$ cat src/rtl/cache_pkg.sv
// Shared types for the ACE-retry cache controller: line-state codes,
// ACE request types and controller states.
package cache_pkg;

   localparam logic [2:0] ST_UC = 3'd0;
   localparam logic [2:0] ST_UD = 3'd1;
   localparam logic [2:0] ST_SC = 3'd2;
   localparam logic [2:0] ST_SD = 3'd3;
   localparam logic [2:0] ST_I  = 3'd4;

   typedef enum logic [1:0] {
      ACE_READ      = 2'b00,
      ACE_WB        = 2'b01,
      ACE_CLEAN_INV = 2'b10
   } ace_req_t;

   typedef enum logic [2:0] {
      IDLE,
      LOOKUP,
      WRITEBACK,
      ALLOCATE,
      INVALIDATE,
      ERROR
   } ctrl_state_t;

   // States in which an ACE request is (or is about to be re-) issued.
   function automatic logic is_wait_state(input ctrl_state_t s);
      return (s == WRITEBACK) || (s == ALLOCATE) || (s == INVALIDATE);
   endfunction

endpackage

$ cat src/rtl/cache_ace_timer.sv
// Per-phase ACE watchdog: counts unanswered request cycles, schedules a
// one-cycle retry gap on failure and flags give_up once retries run out.
module cache_ace_timer #(
   parameter int TIMEOUT_CYCLES = 16,
   parameter int MAX_RETRY      = 3
) (
   input  logic clk,
   input  logic reset,
   input  logic start,
   input  logic waiting,
   input  logic ack,
   input  logic err,
   output logic retry_gap,
   output logic give_up
);

   localparam int TW = $clog2(TIMEOUT_CYCLES + 1);
   localparam int RW = (MAX_RETRY > 0) ? $clog2(MAX_RETRY + 1) : 1;

   logic [TW-1:0] timer;
   logic [RW-1:0] retry;
   logic          fail;

   // An ack always beats an expiring timer in the same cycle.
   assign fail    = waiting && ((ack && err) || (!ack && (timer == TW'(TIMEOUT_CYCLES - 1))));
   assign give_up = fail && (retry == RW'(MAX_RETRY));

   always_ff @(posedge clk) begin
      if (reset || start) begin
         timer     <= '0;
         retry     <= '0;
         retry_gap <= 1'b0;
      end else begin
         retry_gap <= fail && !give_up;
         if (fail) begin
            timer <= '0;
            if (!give_up) retry <= retry + RW'(1);
         end else if (retry_gap) begin
            timer <= '0;
         end else if (waiting && !ack) begin
            timer <= timer + TW'(1);
         end
      end
   end

endmodule

$ cat src/rtl/cache_ctrl_ace_retry.sv
// Per-request cache controller between CPU, cache datapath and ACE, with
// bounded timeout/retry on every ACE phase and error completion.
module cache_ctrl_ace_retry
   import cache_pkg::*;
#(
   parameter int WIDTH_STATE    = 3,
   parameter int TIMEOUT_CYCLES = 16,
   parameter int MAX_RETRY      = 3
) (
   input  logic                   clk,
   input  logic                   reset,
   input  logic                   cpu_req_valid,
   input  logic                   cpu_req_write,
   output logic                   cpu_req_ready,
   input  logic                   cache_hit,
   input  logic [WIDTH_STATE-1:0] line_state,
   output logic                   ace_req_valid,
   output logic [1:0]             ace_req_type,
   input  logic                   ace_ack,
   input  logic                   ace_err,
   output logic                   write_from_cpu,
   output logic                   write_from_interconnect,
   output logic                   state_we,
   output logic [WIDTH_STATE-1:0] new_state,
   output logic                   cache_complete,
   output logic                   cache_error
);

   ctrl_state_t state, next_state;
   logic        req_write;
   logic        in_wait, ace_wait, ack_clean, timer_start;
   logic        retry_gap, give_up;
   logic        state_illegal, line_hit, line_unique, line_dirty;

   assign state_illegal = line_state > WIDTH_STATE'(ST_I);
   assign line_hit      = cache_hit && (line_state != WIDTH_STATE'(ST_I));
   assign line_unique   = (line_state == WIDTH_STATE'(ST_UC)) || (line_state == WIDTH_STATE'(ST_UD));
   assign line_dirty    = (line_state == WIDTH_STATE'(ST_UD)) || (line_state == WIDTH_STATE'(ST_SD));

   // Acks during a retry gap or outside the wait states are not ours.
   assign in_wait     = is_wait_state(state);
   assign ace_wait    = in_wait && !retry_gap;
   assign ack_clean   = ace_wait && ace_ack && !ace_err;
   assign timer_start = !in_wait || ack_clean;

   cache_ace_timer #(
      .TIMEOUT_CYCLES(TIMEOUT_CYCLES),
      .MAX_RETRY     (MAX_RETRY)
   ) u_timer (
      .clk      (clk),
      .reset    (reset),
      .start    (timer_start),
      .waiting  (ace_wait),
      .ack      (ace_ack),
      .err      (ace_err),
      .retry_gap(retry_gap),
      .give_up  (give_up)
   );

   always_comb begin
      next_state              = state;
      cpu_req_ready           = 1'b0;
      ace_req_valid           = 1'b0;
      ace_req_type            = ACE_READ;
      write_from_cpu          = 1'b0;
      write_from_interconnect = 1'b0;
      state_we                = 1'b0;
      new_state               = '0;
      cache_complete          = 1'b0;
      cache_error             = 1'b0;
      if (!reset) begin
         case (state)
            IDLE: begin
               cpu_req_ready = 1'b1;
               if (cpu_req_valid) next_state = LOOKUP;
            end
            LOOKUP: begin
               if (state_illegal) begin
                  next_state = ERROR;
               end else if (line_hit && !req_write) begin
                  cache_complete = 1'b1;
                  next_state     = IDLE;
               end else if (line_hit && line_unique) begin
                  write_from_cpu = 1'b1;
                  state_we       = 1'b1;
                  new_state      = WIDTH_STATE'(ST_UD);
                  cache_complete = 1'b1;
                  next_state     = IDLE;
               end else if (line_hit) begin
                  next_state = INVALIDATE;
               end else if (line_dirty) begin
                  next_state = WRITEBACK;
               end else begin
                  next_state = ALLOCATE;
               end
            end
            WRITEBACK: begin
               ace_req_valid = ace_wait;
               ace_req_type  = ACE_WB;
               if (give_up)        next_state = ERROR;
               else if (ack_clean) next_state = ALLOCATE;
            end
            ALLOCATE: begin
               ace_req_valid = ace_wait;
               ace_req_type  = ACE_READ;
               if (give_up) begin
                  next_state = ERROR;
               end else if (ack_clean) begin
                  write_from_interconnect = 1'b1;
                  state_we                = 1'b1;
                  new_state               = WIDTH_STATE'(ST_UC);
                  next_state              = LOOKUP;
               end
            end
            INVALIDATE: begin
               ace_req_valid = ace_wait;
               ace_req_type  = ACE_CLEAN_INV;
               if (give_up) begin
                  next_state = ERROR;
               end else if (ack_clean) begin
                  write_from_cpu = 1'b1;
                  state_we       = 1'b1;
                  new_state      = WIDTH_STATE'(ST_UD);
                  cache_complete = 1'b1;
                  next_state     = IDLE;
               end
            end
            ERROR: begin
               cache_complete = 1'b1;
               cache_error    = 1'b1;
               next_state     = IDLE;
            end
            default: next_state = IDLE;
         endcase
      end
   end

   always_ff @(posedge clk) begin
      if (reset) begin
         state     <= IDLE;
         req_write <= 1'b0;
      end else begin
         state <= next_state;
         if (state == IDLE && cpu_req_valid) req_write <= cpu_req_write;
      end
   end

endmodule

$ cat config.mk
export PLATFORM = sky130hd
export DESIGN_NAME = cache_ctrl_ace_retry
export DESIGN_NICKNAME = d
export VERILOG_FILES = /design/src/rtl/cache_pkg.sv /design/src/rtl/cache_ace_timer.sv /design/src/rtl/cache_ctrl_ace_retry.sv
export SDC_FILE = /design/constraint.sdc
export NUM_CORES = 1
export LEC_CHECK = 0
export ABC_AREA = 0
export BUFFER_PORTS_ARGS = -buffer_cell sky130_fd_sc_hd__buf_4
export CELL_PAD_IN_SITES_DETAIL_PLACEMENT = 1
export CELL_PAD_IN_SITES_GLOBAL_PLACEMENT = 1
export CORE_AREA = 2 2 55 57
export DETAILED_ROUTE_END_ITERATION = 12
export DIE_AREA = 0 0 57 59
export PLACE_DENSITY_LB_ADDON = 0.1
export SLEW_MARGIN = 20
export SYNTH_ARGS = -nofsm -noshare
export SYNTH_HDL_FRONTEND = slang
export SYNTH_SLANG_ARGS = --single-unit
$ cat constraint.sdc
create_clock -name clk -period 2.4 [get_ports clk]
set_input_delay 0.36 -clock clk [delete_from_list [all_inputs] [get_ports clk]]
set_output_delay 0.36 -clock clk [all_outputs]
set_load 0.01 [all_outputs]
==> impl_metrics.yaml, run 1 <==
outcome:
  outcome: "complete, no violations"
worst_setup_path:
  crit_family: "simple AND/OR/NAND/NOR gates"
  critical_path.max_fanout: 10
  path_cells: "or2b_2 > nor4_1 > or2_2 > buf_4"
  end_kind: "output pin"
  crit_type: "reg -> out"
  cp_slowest_cell: "dfxtp_1"
  cp.arrival_ns: 1.85
  cpPeakStageDelay_ns: 0.51
  critPathRequiredTime_ns: 2.04
  path_buf_inv: 1
  cp-start-kind: "register"
layout:
  syn2layout_area_growth_pct: 19.29
  final_util: 0.3569
  n_antenna_cell: 0
  layout.nets: 122
  final_layout_size_suffix_gt1_frac: 0.2963
  nFillCells: 334
  final_common_cell: "buf_4"
  multiInputGateArea_um2: 494.2
  mostFrequentLayoutCells: "20 x buf_4, 12 x nor2_1, 12 x dfxtp_1"
  final-seq-area_um2: 240.2
logic_synthesis:
  yosysUniqueCellTypes: 38
  synth_mux_area_frac: 0.03704
  synth-xor-area-share: 0.03241
  synth-seq-cells: 12
  synthFlopType: "dfxtp_1"
  synth_area_per_cell_um2: 9.009
  yosys.area_share.simple: 0.3410
  synth-compound-area-share: 0.1435
  synthAdderAreaFrac: 0.04630
  syn_inst: 90
  yosys_warnings: 0
  synth_top_family_by_area: "simple AND/OR/NAND/NOR gates"
  ys_async_sr_fraction: 0
  synth_edf_count: 0
  ys_seq_area_frac: 0.2963
  syn_area_um2: 810.8
placed_design:
  hpwl_um: 1534
  numPortBuffers: 19
  gp_routability_congestion: 0.6985
sta:
  clock-skew-final_ns: 0.0005842
  max_clock_freq_mhz: 452.1
  fin_crit_ns: 2.212
  worstMarginPinSlew_ns: 0.5291
  fin_setup_tns_ns: 0
  hold_viol: 0
  min_period_over_period: 0.9217
  rsz0062_at_grt: "no"
  slew_viol_final: 0
  slew_headroom: 0.6465
  setup_viol: 0
power:
  p_leak_nw: 0.3959
  pwr-share-comb: 0.311
  pwr-share-clk: 0.268
  p_seq_frac: 0.421
  p_switching_mw: 0.1973
  intPower_mw: 0.4062
  ir_drop_mv: 0.2792
  swShare: 0.3269
  finalPower_mw: 0.6035
  powerDensity_mw_per_mm2: 624.0
grt:
  grt_pass1_vias: 694
  antenna_found_initial: 0
  grt_pass1_wl_um: 3187
  grt_start_max_net_pins: 17
  track_usage: 0.1242
  grt_overflow: 0
clock_network:
  clockBufferDepth: 2
  clk_pin_slew_ns: 0.08
  cts_resized: 0
  htree_levels: 1
  cts_setup_buffers: 0
  clock-root-buffer: "clkbuf_4"
  clock_latency_ns: 0.27
  holdBufCountCts: 0
  cts.sinks: 12
  cts_tree: "built"
  cts_made_buffers: 3
floorplanning:
  die-area_mm2: 0.003363
  core-area_mm2: 0.002710
  start_util: 0.2992
  rows: 19
  die_h_um: 59
  io_pins: 22
  die_x_um: 57
route:
  drc: 0
  postRouteAntennaNets: 0
  first_pass_iters: 4
  route.detailed.wl_per_inst_um: 13.77
  finalWirelength_um: 1914
  drt_iter0_drc: 20
  vias_per_cell: 4.928
  vias: 685
worst_hold_path:
  hp-class: "in -> reg"
run:
  maxCapViolations: 0
[worst reg2reg max path, delay by kind of cell (launching register included)]
family | cells | cell delay, ns
AOI/OAI and AO/OA | 2 | 0.42
adders and majority gates | 2 | 0.37
DFF | 1 | 0.36
muxes | 1 | 0.14
and+or+nand+nor | 2 | 0.54
[through the flow]
stage	cells	hold WS (ns)	area (um2)	setup slack [ns]
final	139	0.3300	967.2	0.1880
after global placement	135	0.4416	930.9	0.4540
after global routing	139	0.3263	967.2	0.001749
after floorplan	91	0.4175	814.5	0.5705
after detailed placement	135	0.4419	930.9	0.3984
after CTS	139	0.3315	967.2	0.1594
[cell type report]
type | instances | area share
multi-input cells | 70 | 0.5110
flip-flops and latches | 12 | 0.2484
repair buffers | 20 | 0.1552
well taps | 31 | 0.04010
clock buffers | 4 | 0.03752
inverters | 2 | 0.007762
[cell families after synthesis]
family | count (synthesis)
buffers and inverters | 9
XOR/XNOR | 3
other | 1
AND/OR/NAND/NOR | 46
AO/OA/AOI/OAI | 13
adder cells (fa/ha/maj) | 3
multiplexers | 3
flip-flops | 12
[worst paths after layout]
| kind | startpoint | to | slack, ns | depth (start not counted) |
|---|---|---|---|---|
| max | state[1] | state_we | 0.19 | 4 |
| min | cpu_req_write | req_write | 0.33 | 3 |
| max reg2reg | u_timer.timer[0] | state[0] | 0.51 | 7 |
| min reg2reg | u_timer.timer[0] | u_timer.timer[0] | 0.46 | 1 |
[power groups by stage]
stage / registers (mW) / logic, mW / clock network, mW
floorplan: 0.234 / 0.171 / 0
global placement: 0.260 / 0.189 / 0
detailed placement: 0.259 / 0.190 / 0
CTS: 0.255 / 0.191 / 0.171
global route: 0.261 / 0.208 / 0.184
finish: 0.254 / 0.188 / 0.161
[cell usage after synthesis, types with 3 or more instances]
cell | count | area [um2]
buf_4 | 3 | 22.52
nor3b_1 | 3 | 22.52
a21oi_1 | 3 | 15.01
mux2i_1 | 3 | 30.03
nand2_1 | 3 | 11.26
nor2_1 | 12 | 45.04
and3_1 | 3 | 18.77
ha_1 | 3 | 37.54
nand3b_1 | 3 | 22.52
dfxtp_1 | 12 | 240.2
nor3_1 | 4 | 20.02
[flip-flops by register name, summed over array words and instances, names as in the netlist]
name and count:
u_timer.retry 2, req_write 1, u_timer.retry_gap 1, u_timer.timer 5, state 3
[layer usage]
metal  global-route usage  vias up  wire, um
met1               0.1521      313       945
met4              0.02990        0        21
met3              0.03930        2       119
li1                     -      354         -
met5                    0        -         0
met2               0.2135       16       828
No activity file was read; power rests on OpenSTA's default activity.
==> run 2: changes to the inputs <==
clock period = 2.7 ns   (was 2.4 ns; I/O delays follow)
==> impl_metrics.yaml, run 2 (same netlist as run 1, synthesis figures left out) <==
floorplanning:
  io_pins: 22
  die-area_mm2: 0.003363
  core-area_mm2: 0.002710
  die_h_um: 59
  start_util: 0.2992
  rows: 19
  die_x_um: 57
power:
  powerDensity_mw_per_mm2: 525.2
  p_leak_nw: 0.3833
  ir_drop_mv: 0.2513
grt:
  track_usage: 0.1242
  grt_pass1_wl_um: 3229
  met1_usage: 0.1602
  use_met3: 0.01528
  antenna_found_initial: 0
  grt_overflow: 0
  grt_pass1_vias: 706
  grt_start_max_net_pins: 17
  grt-busiest-layer: "met2"
  met2_usage: 0.2020
layout:
  nFillCells: 332
  final_common_cell: "buf_4"
  syn2layout_area_growth_pct: 16.67
  top_regs: "u_timer.timer: 5 flops, state: 3 flops, u_timer.retry: 2 flops"
  mostFrequentLayoutCells: "19 x buf_4, 12 x nor2_1, 12 x dfxtp_1"
  final_layout_size_suffix_gt1_frac: 0.2830
  n_antenna_cell: 0
  top_register: "u_timer.timer"
  largest_register_ffs: 5
  layout.nets: 121
  final_area_um2: 945.9
sta:
  clock-skew-final_ns: 0.008899
  min_period_over_period: 0.8592
  slew_viol_final: 0
  hold_viol: 0
  worstMarginPinSlew_ns: 0.5636
  max_clock_freq_mhz: 431.1
  setup_viol: 0
  rsz0062_at_grt: "no"
  fin_setup_tns_ns: 0
  fin_crit_ns: 2.320
  slew_headroom: 0.6235
worst_setup_path:
  cp.arrival_ns: 1.91
  cp-start-kind: "register"
  crit_type: "reg -> out"
  critical_path.max_fanout: 13
  end_kind: "output pin"
  rr_worst_depth: 4
  critPathRequiredTime_ns: 2.30
  r2r_setup_slack_ns: 0.81
clock_network:
  cts_resized: 0
  clockBufferDepth: 2
  htree_levels: 1
  clk_pin_slew_ns: 0.08
  cts_tree: "built"
  clock-root-buffer: "clkbuf_4"
  cts_made_buffers: 3
  holdBufCountCts: 0
  cts_setup_buffers: 0
  clock_latency_ns: 0.27
  cts.sinks: 12
placed_design:
  hpwl_um: 1511
  gp_routability_congestion: 0.7058
  numPortBuffers: 19
  dpl_cell_area_um2: 923.4
outcome:
  outcome: "complete, no violations"
route:
  first_pass_iters: 2
  drt_iter0_drc: 9
  finalWirelength_um: 1888
  route.detailed.wl_per_inst_um: 13.78
  drc: 0
  vias: 694
  postRouteAntennaNets: 0
  vias_per_cell: 5.066
run:
  maxCapViolations: 0
worst_hold_path:
  whs_path_depth: 3
  hp-class: "in -> reg"
## run 2: changes by cell type in the layout (fill, tap and decap cells not counted)
| cell | before | now |
|---|---|---|
| buf_4 | 20 | 19 |
| clkbuf_8 | 1 | 0 |
## run 2: report_power, final
group          leakage [nW]  internal [mW]  switching [mW]
Clock                0.0138         0.0515          0.0558
Sequential           0.0973          0.192          0.0420
Combinational         0.272         0.0839          0.0720
## run 2: final cells by class
type	instances	area (um2)	area share
clock buffers	3	22.52	0.02381
repair buffers	19	142.6	0.1508
flip-flops and latches	12	240.2	0.2540
multi-input cells	70	494.2	0.5225
well taps	31	38.79	0.04101
inverters	2	7.507	0.007937
## run 2: per-stage QoR
step	total power [mW]	util	hold WS, ns	std cells	worst slack, ns
floorplan	0.3596	-	0.4175	91	0.8144
global placement	0.3949	0.3407	0.4377	134	0.6797
detailed placement	0.3960	0.3407	0.4415	134	0.6207
CTS	0.5054	0.3490	0.3744	137	0.3700
global route	0.5340	0.3490	0.3764	137	0.2198
finish	0.4968	0.3490	0.3726	137	0.3802
## run 2: critical path: stages (launching register included)
cell	delay [ns]
dfxtp_1	0.58
or3b_4	0.47
a211oi_1	0.40
buf_4	0.20
## run 2: routing by layer
metal | vias to the layer above | share of wire | routed length [um]
li1 | 350 | - | -
met1 | 328 | 0.48 | 905
met2 | 14 | 0.46 | 869
met3 | 2 | 0.049 | 92
met4 | 0 | 0.011 | 21
met5 | - | 0 | 0
## run 2: path summary, 6_finish.rpt
kind                                         end        startpoint
worst min register to register  u_timer.timer[0]  u_timer.timer[0]
worst max register to register          state[0]          state[2]
worst max-delay path               ace_req_valid          state[2]
worst min-delay path                   req_write     cpu_req_write
==> run 3: changes to the inputs <==
REMOVE_ABC_BUFFERS = 1   (was unset)
==> impl_metrics.yaml, run 3 (same netlist as run 1, synthesis figures left out) <==
worst_setup_path:
  crit_type: "reg -> out"
  critical_path.max_fanout: 10
  cpPeakStageDelay_ns: 0.53
  critPathRequiredTime_ns: 2.30
  cp_slowest_cell: "dfxtp_1"
  path_cells: "or2b_2 > nor4_1 > or2_2 > buf_4"
  cp-start-kind: "register"
  cp.arrival_ns: 1.85
  end_kind: "output pin"
clock_network:
  clk_pin_slew_ns: 0.09
  cts_tree: "built"
  cts_resized: 0
  clock_latency_ns: 0.29
  cts_made_buffers: 3
  clockBufferDepth: 2
  clock-root-buffer: "clkbuf_4"
  holdBufCountCts: 0
  htree_levels: 1
  cts.sinks: 12
  cts_setup_buffers: 0
route:
  vias_per_cell: 5.029
  postRouteAntennaNets: 0
  first_pass_iters: 4
  drt_iter0_drc: 7
  vias: 699
  route.detailed.wl_per_inst_um: 13.90
  drc: 0
  finalWirelength_um: 1932
floorplanning:
  die_x_um: 57
  rows: 19
  io_pins: 22
  start_util: 0.2992
  die_h_um: 59
  die-area_mm2: 0.003363
  core-area_mm2: 0.002710
sta:
  max_clock_freq_mhz: 442.9
  slew_headroom: 0.6386
  clock-skew-final_ns: 0.01173
  slew_viol_final: 0
  worstMarginPinSlew_ns: 0.5410
  setup_viol: 0
  min_period_over_period: 0.8363
  hold_viol: 0
  fin_crit_ns: 2.258
  fin_setup_tns_ns: 0
  rsz0062_at_grt: "no"
  worst_slack_ns: 0.4421
  whs_ns: 0.3598
placed_design:
  hpwl_um: 1572
  place_inst: 135
  dpl_cell_area_um2: 930.9
  gp_routability_congestion: 0.7277
  numPortBuffers: 19
  post-place-ws_ns: 0.5810
layout:
  final-seq-area_um2: 240.2
  multiInputGateArea_um2: 494.2
  top_regs: "u_timer.timer: 5 flops, state: 3 flops, u_timer.retry: 2 flops"
  final_util: 0.3569
  final_area_um2: 967.2
  syn2layout_area_growth_pct: 19.29
  layout.cells.non_filler: 139
  final_layout_size_suffix_gt1_frac: 0.2963
  top_register: "u_timer.timer"
  nFillCells: 330
  n_antenna_cell: 0
  layout.nets: 122
  mostFrequentLayoutCells: "20 x buf_4, 12 x nor2_1, 12 x dfxtp_1"
  largest_register_ffs: 5
  final_common_cell: "buf_4"
power:
  ir_drop_mv: 0.3316
  p_leak_nw: 0.3959
  powerDensity_mw_per_mm2: 561.9
  finalPower_mw: 0.5434
grt:
  grt_pass1_vias: 715
  grt_pass1_wl_um: 3291
  grt_start_max_net_pins: 17
  track_usage: 0.1274
  antenna_found_initial: 0
  grt_overflow: 0
worst_hold_path:
  hp-class: "in -> reg"
run:
  maxCapViolations: 0
outcome:
  outcome: "complete, no violations"
[run 3: cell types whose count changed in the layout (fill, tap and decap cells not counted), sizes merged]
cell    change
clkbuf      +1
buf         +1
[run 3: final timing paths]
kind                    start          endpoint  slack [ns]  cells past startpoint
min             cpu_req_write         req_write        0.36                      3
min reg2reg  u_timer.timer[0]  u_timer.timer[0]        0.47                      1
max reg2reg  u_timer.timer[0]          state[0]        0.74                      7
max                  state[1]          state_we        0.44                      4
[run 3: report_power, final]
group | switching, mW | internal (mW)
registers | 0.0365 | 0.192
logic | 0.0778 | 0.0876
clock network | 0.0679 | 0.0821
[run 3: area by class of cell]
type                       count  share of cell area
clock buffer                   4             0.03752
inverter                       2            0.007762
sequential                    12              0.2484
tap                           31             0.04010
timing repair buffer          20              0.1552
multi-input combinational     70              0.5110
[run 3: worst max-delay path, delay by kind of cell, from the launching register on]
family | cells | cell delay, ns
buffers and inverters | 1 | 0.11
AND/OR/NAND/NOR | 3 | 0.92
flip-flops | 1 | 0.53
[run 3: routing by layer]
| metal | part of all wire | up-vias | track usage | wire (um) |
|---|---|---|---|---|
| met5 | 0 | - | 0 | 0 |
| met4 | 0.011 | 0 | 0.02990 | 21 |
| met3 | 0.056 | 5 | 0.04148 | 108 |
| met2 | 0.43 | 17 | 0.1905 | 839 |
| met1 | 0.50 | 322 | 0.1788 | 962 |
| li1 | - | 355 | - | - |
